## config.mk

```make
export PLATFORM = sky130hd
export DESIGN_NAME = fp_mul_flag_pipe_flat
export DESIGN_NICKNAME = d
export VERILOG_FILES = /design/src/rtl/fp_mul_pkg.sv /design/src/rtl/fp_mul_flag_pipe_if.sv /design/src/rtl/DRegister.sv /design/src/rtl/fp_operand_class.sv /design/src/rtl/fp_mul_flag_pipe.sv /design/src/flat_wrapper.sv
export SDC_FILE = /design/constraint.sdc
export NUM_CORES = 1
export LEC_CHECK = 0
export CAP_MARGIN = 15
export CORE_MARGIN = 4
export CORE_UTILIZATION = 30
export DETAILED_ROUTE_END_ITERATION = 8
export PLACE_DENSITY = 0.84
export SLEW_MARGIN = 10
export SYNTH_ARGS = -nofsm -noshare
export SYNTH_HDL_FRONTEND = slang
export SYNTH_SLANG_ARGS = --single-unit
```

## constraint.sdc

```tcl
create_clock -name clk -period 1.86 [get_ports clk]
set_input_delay 0.186 -clock clk [delete_from_list [all_inputs] [get_ports clk]]
set_output_delay 0.186 -clock clk [all_outputs]
set_load 0.1 [all_outputs]
```

## src/rtl/fp_mul_pkg.sv

```systemverilog
// Shared types and bit positions for the FP multiplier flag pipeline.
// Used by fp_operand_class, fp_mul_flag_pipe_if and fp_mul_flag_pipe.
package fp_mul_pkg;

  localparam int FLAG_W   = 12;
  localparam int STATUS_W = 5;

  localparam int FLG_P_DN    = 0;
  localparam int FLG_P_Z     = 1;
  localparam int FLG_P_INF   = 2;
  localparam int FLG_P_NAN   = 3;
  localparam int FLG_OF      = 4;
  localparam int FLG_UF      = 5;
  localparam int FLG_RND     = 6;
  localparam int FLG_PM_ONES = 7;
  localparam int FLG_A_NAN   = 8;
  localparam int FLG_A_INF   = 9;
  localparam int FLG_A_DN    = 10;
  localparam int FLG_A_Z     = 11;

  localparam int ST_DN = 0;
  localparam int ST_NX = 1;
  localparam int ST_UF = 2;
  localparam int ST_OF = 3;
  localparam int ST_NV = 4;

  typedef struct packed {
    logic z;
    logic dn;
    logic inf;
    logic nan;
  } op_class_t;

  typedef struct packed {
    op_class_t a;
    op_class_t b;
    logic      pm_ones;
    logic      rnd;
    logic      uf;
    logic      of;
    logic      gs;
  } s1_t;

  // Special products (NaN/Inf/zero) suppress the range and inexact exceptions.
  function automatic logic [STATUS_W-1:0] accrue_bits(input logic [FLAG_W-1:0] f,
                                                      input logic gs);
    logic special;
    logic [STATUS_W-1:0] s;
    special  = f[FLG_P_NAN] | f[FLG_P_INF] | f[FLG_P_Z];
    s        = '0;
    s[ST_NV] = f[FLG_P_NAN];
    s[ST_OF] = f[FLG_OF] & ~special;
    s[ST_UF] = f[FLG_UF] & ~special;
    s[ST_NX] = (f[FLG_RND] | gs | f[FLG_OF] | f[FLG_UF]) & ~special;
    s[ST_DN] = f[FLG_P_DN];
    return s;
  endfunction

endpackage

```

## src/rtl/fp_mul_flag_pipe_if.sv

```systemverilog
// Handshake bundle between the multiplier datapath (master) and the flag pipe (slave).
interface fp_mul_flag_pipe_if
  import fp_mul_pkg::*;
#(
  parameter int EXP_W = 8,
  parameter int MAN_W = 23
);
  logic                 in_valid;
  logic                 in_ready;
  logic [EXP_W-1:0]     ea;
  logic [MAN_W-1:0]     ma;
  logic [EXP_W-1:0]     eb;
  logic [MAN_W-1:0]     mb;
  logic [EXP_W+1:0]     pe;
  logic                 pm_lsb;
  logic [MAN_W:0]       pm_low;
  logic                 out_valid;
  logic                 out_ready;
  logic [FLAG_W-1:0]    flags;
  logic                 clr_status;
  logic [STATUS_W-1:0]  status;

  modport master (
    output in_valid, ea, ma, eb, mb, pe, pm_lsb, pm_low, out_ready, clr_status,
    input  in_ready, out_valid, flags, status
  );

  modport slave (
    input  in_valid, ea, ma, eb, mb, pe, pm_lsb, pm_low, out_ready, clr_status,
    output in_ready, out_valid, flags, status
  );
endinterface

```

## src/rtl/DRegister.sv

```systemverilog
// Enabled D register with synchronous active-high clear.
module DRegister #(
  parameter int W = 1
) (
  input  logic         clk,
  input  logic         rst,
  input  logic         en,
  input  logic [W-1:0] d,
  output logic [W-1:0] q
);
  always_ff @(posedge clk) begin
    if (rst) q <= '0;
    else if (en) q <= d;
  end
endmodule

```

## src/rtl/fp_operand_class.sv

```systemverilog
// Combinational IEEE operand classifier: zero, denormal, infinity, NaN.
module fp_operand_class
  import fp_mul_pkg::*;
#(
  parameter int EXP_W = 8,
  parameter int MAN_W = 23
) (
  input  logic [EXP_W-1:0] exponent,
  input  logic [MAN_W-1:0] fraction,
  output op_class_t        cls
);
  logic exp_zero, exp_ones, frac_zero;

  assign exp_zero  = ~|exponent;
  assign exp_ones  = &exponent;
  assign frac_zero = ~|fraction;

  assign cls.z   = exp_zero & frac_zero;
  assign cls.dn  = exp_zero & ~frac_zero;
  assign cls.inf = exp_ones & frac_zero;
  assign cls.nan = exp_ones & ~frac_zero;
endmodule

```

## src/rtl/fp_mul_flag_pipe.sv

```systemverilog
// Two-stage special-case/rounding flag pipeline beside the mantissa multiplier.
// Accrued exception status exists only when FPMUL_FLAG_ACCRUE_EN is defined.
module fp_mul_flag_pipe
  import fp_mul_pkg::*;
#(
  parameter int EXP_W = 8,
  parameter int MAN_W = 23
) (
  input logic clk,
  input logic rst,
  fp_mul_flag_pipe_if.slave bus
);
  op_class_t cls_a, cls_b;
  s1_t s1_d, s1_q;
  logic s1_valid, s2_valid, adv1, adv2, hs_in;
  logic guard, sticky;
  logic [FLAG_W-1:0] flags_d;
  logic [FLAG_W:0] s2_q;
  logic s2_gs;

  fp_operand_class #(.EXP_W(EXP_W), .MAN_W(MAN_W)) u_class_a (
    .exponent(bus.ea), .fraction(bus.ma), .cls(cls_a));
  fp_operand_class #(.EXP_W(EXP_W), .MAN_W(MAN_W)) u_class_b (
    .exponent(bus.eb), .fraction(bus.mb), .cls(cls_b));

  // in_ready looks through both stages so a full pipe still accepts when the sink drains.
  assign adv2         = ~s2_valid | bus.out_ready;
  assign adv1         = ~s1_valid | adv2;
  assign hs_in        = adv1 & bus.in_valid;
  assign bus.in_ready = adv1;

  assign guard  = bus.pm_low[MAN_W];
  assign sticky = |bus.pm_low[MAN_W-1:0];

  always_comb begin
    s1_d.a       = cls_a;
    s1_d.b       = cls_b;
    s1_d.pm_ones = &bus.ma;
    s1_d.rnd     = guard & (bus.pm_lsb | sticky);
    s1_d.uf      = bus.pe[EXP_W+1];
    s1_d.of      = ~bus.pe[EXP_W+1] & (bus.pe[EXP_W] | &bus.pe[EXP_W-1:0]);
    s1_d.gs      = guard | sticky;
  end

  DRegister #(.W(1)) u_s1_valid (
    .clk(clk), .rst(rst), .en(adv1), .d(bus.in_valid), .q(s1_valid));
  DRegister #(.W($bits(s1_t))) u_s1_data (
    .clk(clk), .rst(rst), .en(hs_in), .d(s1_d), .q(s1_q));

  always_comb begin
    flags_d              = '0;
    flags_d[FLG_A_Z]     = s1_q.a.z;
    flags_d[FLG_A_DN]    = s1_q.a.dn;
    flags_d[FLG_A_INF]   = s1_q.a.inf;
    flags_d[FLG_A_NAN]   = s1_q.a.nan;
    flags_d[FLG_PM_ONES] = s1_q.pm_ones;
    flags_d[FLG_RND]     = s1_q.rnd;
    flags_d[FLG_UF]      = s1_q.uf;
    flags_d[FLG_OF]      = s1_q.of;
    flags_d[FLG_P_NAN]   = s1_q.a.nan | s1_q.b.nan | (s1_q.a.inf & s1_q.b.z)
                         | (s1_q.a.z & s1_q.b.inf);
    flags_d[FLG_P_INF]   = (s1_q.a.inf & ~(s1_q.b.nan | s1_q.b.z))
                         | (s1_q.b.inf & ~(s1_q.a.nan | s1_q.a.z));
    flags_d[FLG_P_Z]     = (s1_q.a.z & ~(s1_q.b.nan | s1_q.b.inf))
                         | (s1_q.b.z & ~(s1_q.a.nan | s1_q.a.inf));
    flags_d[FLG_P_DN]    = s1_q.a.dn | s1_q.b.dn;
  end

  // All flags plus the carried guard/sticky move as one word so a beat never mixes stages.
  DRegister #(.W(1)) u_s2_valid (
    .clk(clk), .rst(rst), .en(adv2), .d(s1_valid), .q(s2_valid));
  DRegister #(.W(FLAG_W + 1)) u_s2_data (
    .clk(clk), .rst(rst), .en(adv2 & s1_valid), .d({flags_d, s1_q.gs}), .q(s2_q));

  assign bus.flags     = s2_q[FLAG_W:1];
  assign s2_gs         = s2_q[0];
  assign bus.out_valid = s2_valid;

`ifdef FPMUL_FLAG_ACCRUE_EN
  logic hs_out;
  logic [STATUS_W-1:0] beat_bits, status_q;

  assign hs_out    = s2_valid & bus.out_ready;
  assign beat_bits = accrue_bits(bus.flags, s2_gs);

  always_ff @(posedge clk) begin
    if (rst) status_q <= '0;
    else if (bus.clr_status) status_q <= hs_out ? beat_bits : '0;
    else if (hs_out) status_q <= status_q | beat_bits;
  end

  assign bus.status = status_q;
`else
  logic unused_accrue;
  assign unused_accrue = s2_gs ^ bus.clr_status;
  assign bus.status    = '0;
`endif
endmodule
```

## src/flat_wrapper.sv

```systemverilog
// flat-port wrapper written by rule: the top's interface ports become plain ports
module fp_mul_flag_pipe_flat import fp_mul_pkg::*;
#(
  parameter int EXP_W = 8,
  parameter int MAN_W = 23
)
  (clk, rst, bus_in_valid, bus_ea, bus_ma, bus_eb, bus_mb, bus_pe, bus_pm_lsb, bus_pm_low, bus_out_ready, bus_clr_status, bus_in_ready, bus_out_valid, bus_flags, bus_status);
  fp_mul_flag_pipe_if #(.EXP_W(EXP_W), .MAN_W(MAN_W)) bus_i ();
  input logic clk;
  input logic rst;
  input wire logic [$bits(bus_i.in_valid)-1:0] bus_in_valid;
  input wire logic [$bits(bus_i.ea)-1:0] bus_ea;
  input wire logic [$bits(bus_i.ma)-1:0] bus_ma;
  input wire logic [$bits(bus_i.eb)-1:0] bus_eb;
  input wire logic [$bits(bus_i.mb)-1:0] bus_mb;
  input wire logic [$bits(bus_i.pe)-1:0] bus_pe;
  input wire logic [$bits(bus_i.pm_lsb)-1:0] bus_pm_lsb;
  input wire logic [$bits(bus_i.pm_low)-1:0] bus_pm_low;
  input wire logic [$bits(bus_i.out_ready)-1:0] bus_out_ready;
  input wire logic [$bits(bus_i.clr_status)-1:0] bus_clr_status;
  output wire logic [$bits(bus_i.in_ready)-1:0] bus_in_ready;
  output wire logic [$bits(bus_i.out_valid)-1:0] bus_out_valid;
  output wire logic [$bits(bus_i.flags)-1:0] bus_flags;
  output wire logic [$bits(bus_i.status)-1:0] bus_status;
  assign bus_i.in_valid = bus_in_valid;
  assign bus_i.ea = bus_ea;
  assign bus_i.ma = bus_ma;
  assign bus_i.eb = bus_eb;
  assign bus_i.mb = bus_mb;
  assign bus_i.pe = bus_pe;
  assign bus_i.pm_lsb = bus_pm_lsb;
  assign bus_i.pm_low = bus_pm_low;
  assign bus_i.out_ready = bus_out_ready;
  assign bus_i.clr_status = bus_clr_status;
  assign bus_in_ready = bus_i.in_ready;
  assign bus_out_valid = bus_i.out_valid;
  assign bus_flags = bus_i.flags;
  assign bus_status = bus_i.status;
  fp_mul_flag_pipe #(.EXP_W(EXP_W), .MAN_W(MAN_W)) u_core (.clk(clk), .rst(rst), .bus(bus_i));
endmodule
```

==> flow_summary.yaml <==
logic_synthesis:
  sequential_area_share_after_synthesis_pct: 40.8
  synth.avg_cell_area_sq_um: 7.93
  cell_types_occupying_the_most_area_after_synthesis: "sky130_fd_sc_hd__dfxtp_1 (41%), sky130_fd_sc_hd__nor4_1 (10%), sky130_fd_sc_hd__nand2_1 (8.2%)"
  netlist_instances: 161
  yosys_warnings: 0
  postSynthRegisterBits: 26
  synthArstFlopShare_pct: 0
  synthesis.area_sq_um: 1280
  synth_top_cell_area_share_pct: 40.8
  yosysMostFrequentCell: "sky130_fd_sc_hd__nand2_1"
  synth_area_leader_cell: "sky130_fd_sc_hd__dfxtp_1"
  synth-edff-count: 0
  synth-main-ff-cell: "sky130_fd_sc_hd__dfxtp_1"
  synth_common_cells: "sky130_fd_sc_hd__nand2_1 (28), sky130_fd_sc_hd__dfxtp_1 (26), sky130_fd_sc_hd__nor4_1 (21), sky130_fd_sc_hd__a21oi_1 (15), sky130_fd_sc_hd__nor2_1 (13)"
  yosysUniqueCellTypes: 26
cts:
  tritoncts: "done"
  clkSlewWorstSetupHoldPaths_ns: 0.09
  tritoncts.num_buffers: 3
  cts.sink_count: 26
  cts.htree.levels: 1
  cts_buffer_depth: 2
  cts_hold_repair.buffers: 0
  post_cts_resize_count: 0
  postCtsSetupBuffers: 0
  cts-root-buf: "sky130_fd_sc_hd__clkbuf_8"
  clk_latency_ns: 0.27
global_route:
  gr-usage-met3_pct: 1.52
  maximum_number_of_pins_on_one_net_before_global_route_repair: 20
  grt_first_pass_wirelength_um: 6340
  grt_pass1_vias: 1535
  met2_demand_to_capacity_share_in_global_routing_pct: 28.8
  gr-total-overflow: 0
  top_usage_layer: "met2"
  grt_antenna_before_repair: 0
  grtUsageTotal_pct: 15.0
  grt_util_met1_pct: 16.4
die:
  design.portCount: 121
  die_area_sq_um: 5360
  horizontal_die_dimension_um: 73.2
  core_region_area_sq_um: 4060
  die_h_um: 73.2
  start_util_pct: 31.5
  placementRows: 23
route:
  wirelength_um: 4220
  routed_via_density: 5.04
  dr_total_vias: 1653
  drc: 0
  drt-pass1-iter-count: 4
  detail-route-antenna-nets: 0
  detail_route.wl_per_cell_um: 12.9
  detailedRoute.firstIterationViolations: 103
sta:
  period_needed_ns: 1.74
  clock-skew-final_ns: 0.00704
  setup_viol: 0
  pnr_worst_setup_slack_ns: 0.116
  slew_violations: 0
  hold_slack_ns: 0.458
  finalSetupTns_ns: 0
  final_hold_viol_count: 0
  rsz0062_at_grt: "false"
  min_period_over_period_pct: 93.8
  fmaxAchievable_ghz: 0.573
worst_setup_path:
  critical_path.startpoint_type: "input port"
  r2r.worst_path.cells: 3
  setup.worst_path.end_class: "flop"
  critical_path_peak_fanout: 2
  required_time_of_the_worst_setup_path_ns: 2.07
  critPathLaunch: "bus_ma[3]"
  cp-endpoint: "u_core.u_s1_data.q[4]"
  worst_r2r_endpoint: "u_core.u_s1_data.q[9]"
  worstPathArrival_ns: 1.96
  worst-r2r-setup-slack_ns: 0.43
  crit-reg2reg-launch: "u_core.u_s2_valid.q"
  critical_path_class: "in -> reg"
pwr:
  power_w: 0.00145
  pwr_density_cell_nw_per_um2: 572
  cellLeakagePower_nw: 0.889
  vdd_drop_max_mv: 0.279
hold_path:
  worst_hold_startpoint: "u_core.u_s2_data.q[8]"
  worst_hold_path_type: "reg -> reg"
status:
  status: "finished clean"
cells_and_area:
  fraction_of_layout_instances_using_a_drive_strength_above_1_pct: 9.35
  final_cell_area_sq_um: 2530
  num_antenna_cells: 0
  area_growth_pct: 98.1
  nets: 381
place:
  preCtsSetupSlack_ns: -0.167
  gp_routability_congestion: 0.722
  dpl.hpwl_um: 3790
  numPortBuffers: 114
  place_area_sq_um: 2460
flow_run:
  max_cap_violations: 0
## registers in the layout, indices dropped and copies added, names as in the netlist
| signal | cells |
|---|---|
| u_core.u_s2_valid.q | 1 |
| u_core.u_s2_data.q | 12 |
| u_core.u_s1_data.q | 12 |
| u_core.u_s1_valid.q | 1 |
## worst max-delay path: stages
cell and delay (ns):
sky130_fd_sc_hd__clkdlybuf4s50_1 0.49, sky130_fd_sc_hd__nand4_1 0.10, sky130_fd_sc_hd__or4_1 0.53, sky130_fd_sc_hd__or4_1 0.53
sky130_fd_sc_hd__a21oi_1 0.12
## power breakdown
part           internal (W)  switching, W
clock network      0.000288      0.000174
logic              0.000221      0.000188
registers          0.000568    0.00000710
total               0.00108      0.000369
## stage by stage
| stage | util, % | std cells |
|---|---|---|
| finish | 62.3 | 328 |
| global route | 62.3 | 328 |
| CTS | 62.3 | 328 |
| detailed placement | 60.6 | 324 |
| global placement | 60.6 | 324 |
| floorplan | - | 165 |
## layer usage
| layer | vias up | wire (um) |
|---|---|---|
| met5 | - | 0 |
| met4 | 0 | 70 |
| met2 | 66 | 2240 |
| li1 | 841 | - |
| met1 | 742 | 1610 |
| met3 | 4 | 298 |
## cell families after synthesis
| logic type | synth area share (%) |
|---|---|
| simple gates | 40.2 |
| other cells | 0.294 |
| compound gates | 14.0 |
| flops | 40.8 |
| buf+inv | 4.71 |
## worst min-delay path by stage
stage          cells after the start                     to  slack, ns
3_3_place_gp                       2  u_core.u_s2_data.q[6]       0.44
4_1_cts                            2  u_core.u_s2_data.q[5]       0.46
3_5_place_dp                       2  u_core.u_s1_data.q[7]       0.45
6_report                           2  u_core.u_s2_data.q[8]       0.46
5_1_grt                            2  u_core.u_s1_data.q[1]       0.47
2_1_floorplan                      2    u_core.u_s1_valid.q       0.32
## area by class of cell
type	count	area (sq um)
clock inverters	1	30.0
fillers	341	1530
clock buffers	3	41.3
well taps	50	62.6
repair buffers	118	1150
inverters	2	7.51
flip-flops and latches	26	524
multi-input cells	128	714
## cells in the final DEF, fill, tap and decap left out, types with 2 or more instances in the layout
cell                              Yosys  layout
sky130_fd_sc_hd__a221oi_1             2       2
sky130_fd_sc_hd__buf_4                5      17
sky130_fd_sc_hd__nand4_1             11      11
sky130_fd_sc_hd__nor4_1              21      21
sky130_fd_sc_hd__dfxtp_1             26      25
sky130_fd_sc_hd__nand3b_1             2       2
sky130_fd_sc_hd__o41ai_1              2       2
sky130_fd_sc_hd__inv_1                2       2
sky130_fd_sc_hd__and4_1               3       3
sky130_fd_sc_hd__o31ai_1              2       2
sky130_fd_sc_hd__nor2_1              13      13
sky130_fd_sc_hd__nand3_1              2       2
sky130_fd_sc_hd__a22o_1               5       5
sky130_fd_sc_hd__nor3_1               9       9
sky130_fd_sc_hd__clkbuf_8             0       3
sky130_fd_sc_hd__or4_1                2       2
sky130_fd_sc_hd__nand2_1             28      28
sky130_fd_sc_hd__conb_1               1       5
sky130_fd_sc_hd__clkdlybuf4s50_1      0     100
sky130_fd_sc_hd__a21oi_1             15      14
(Power assumes the default switching activity.)
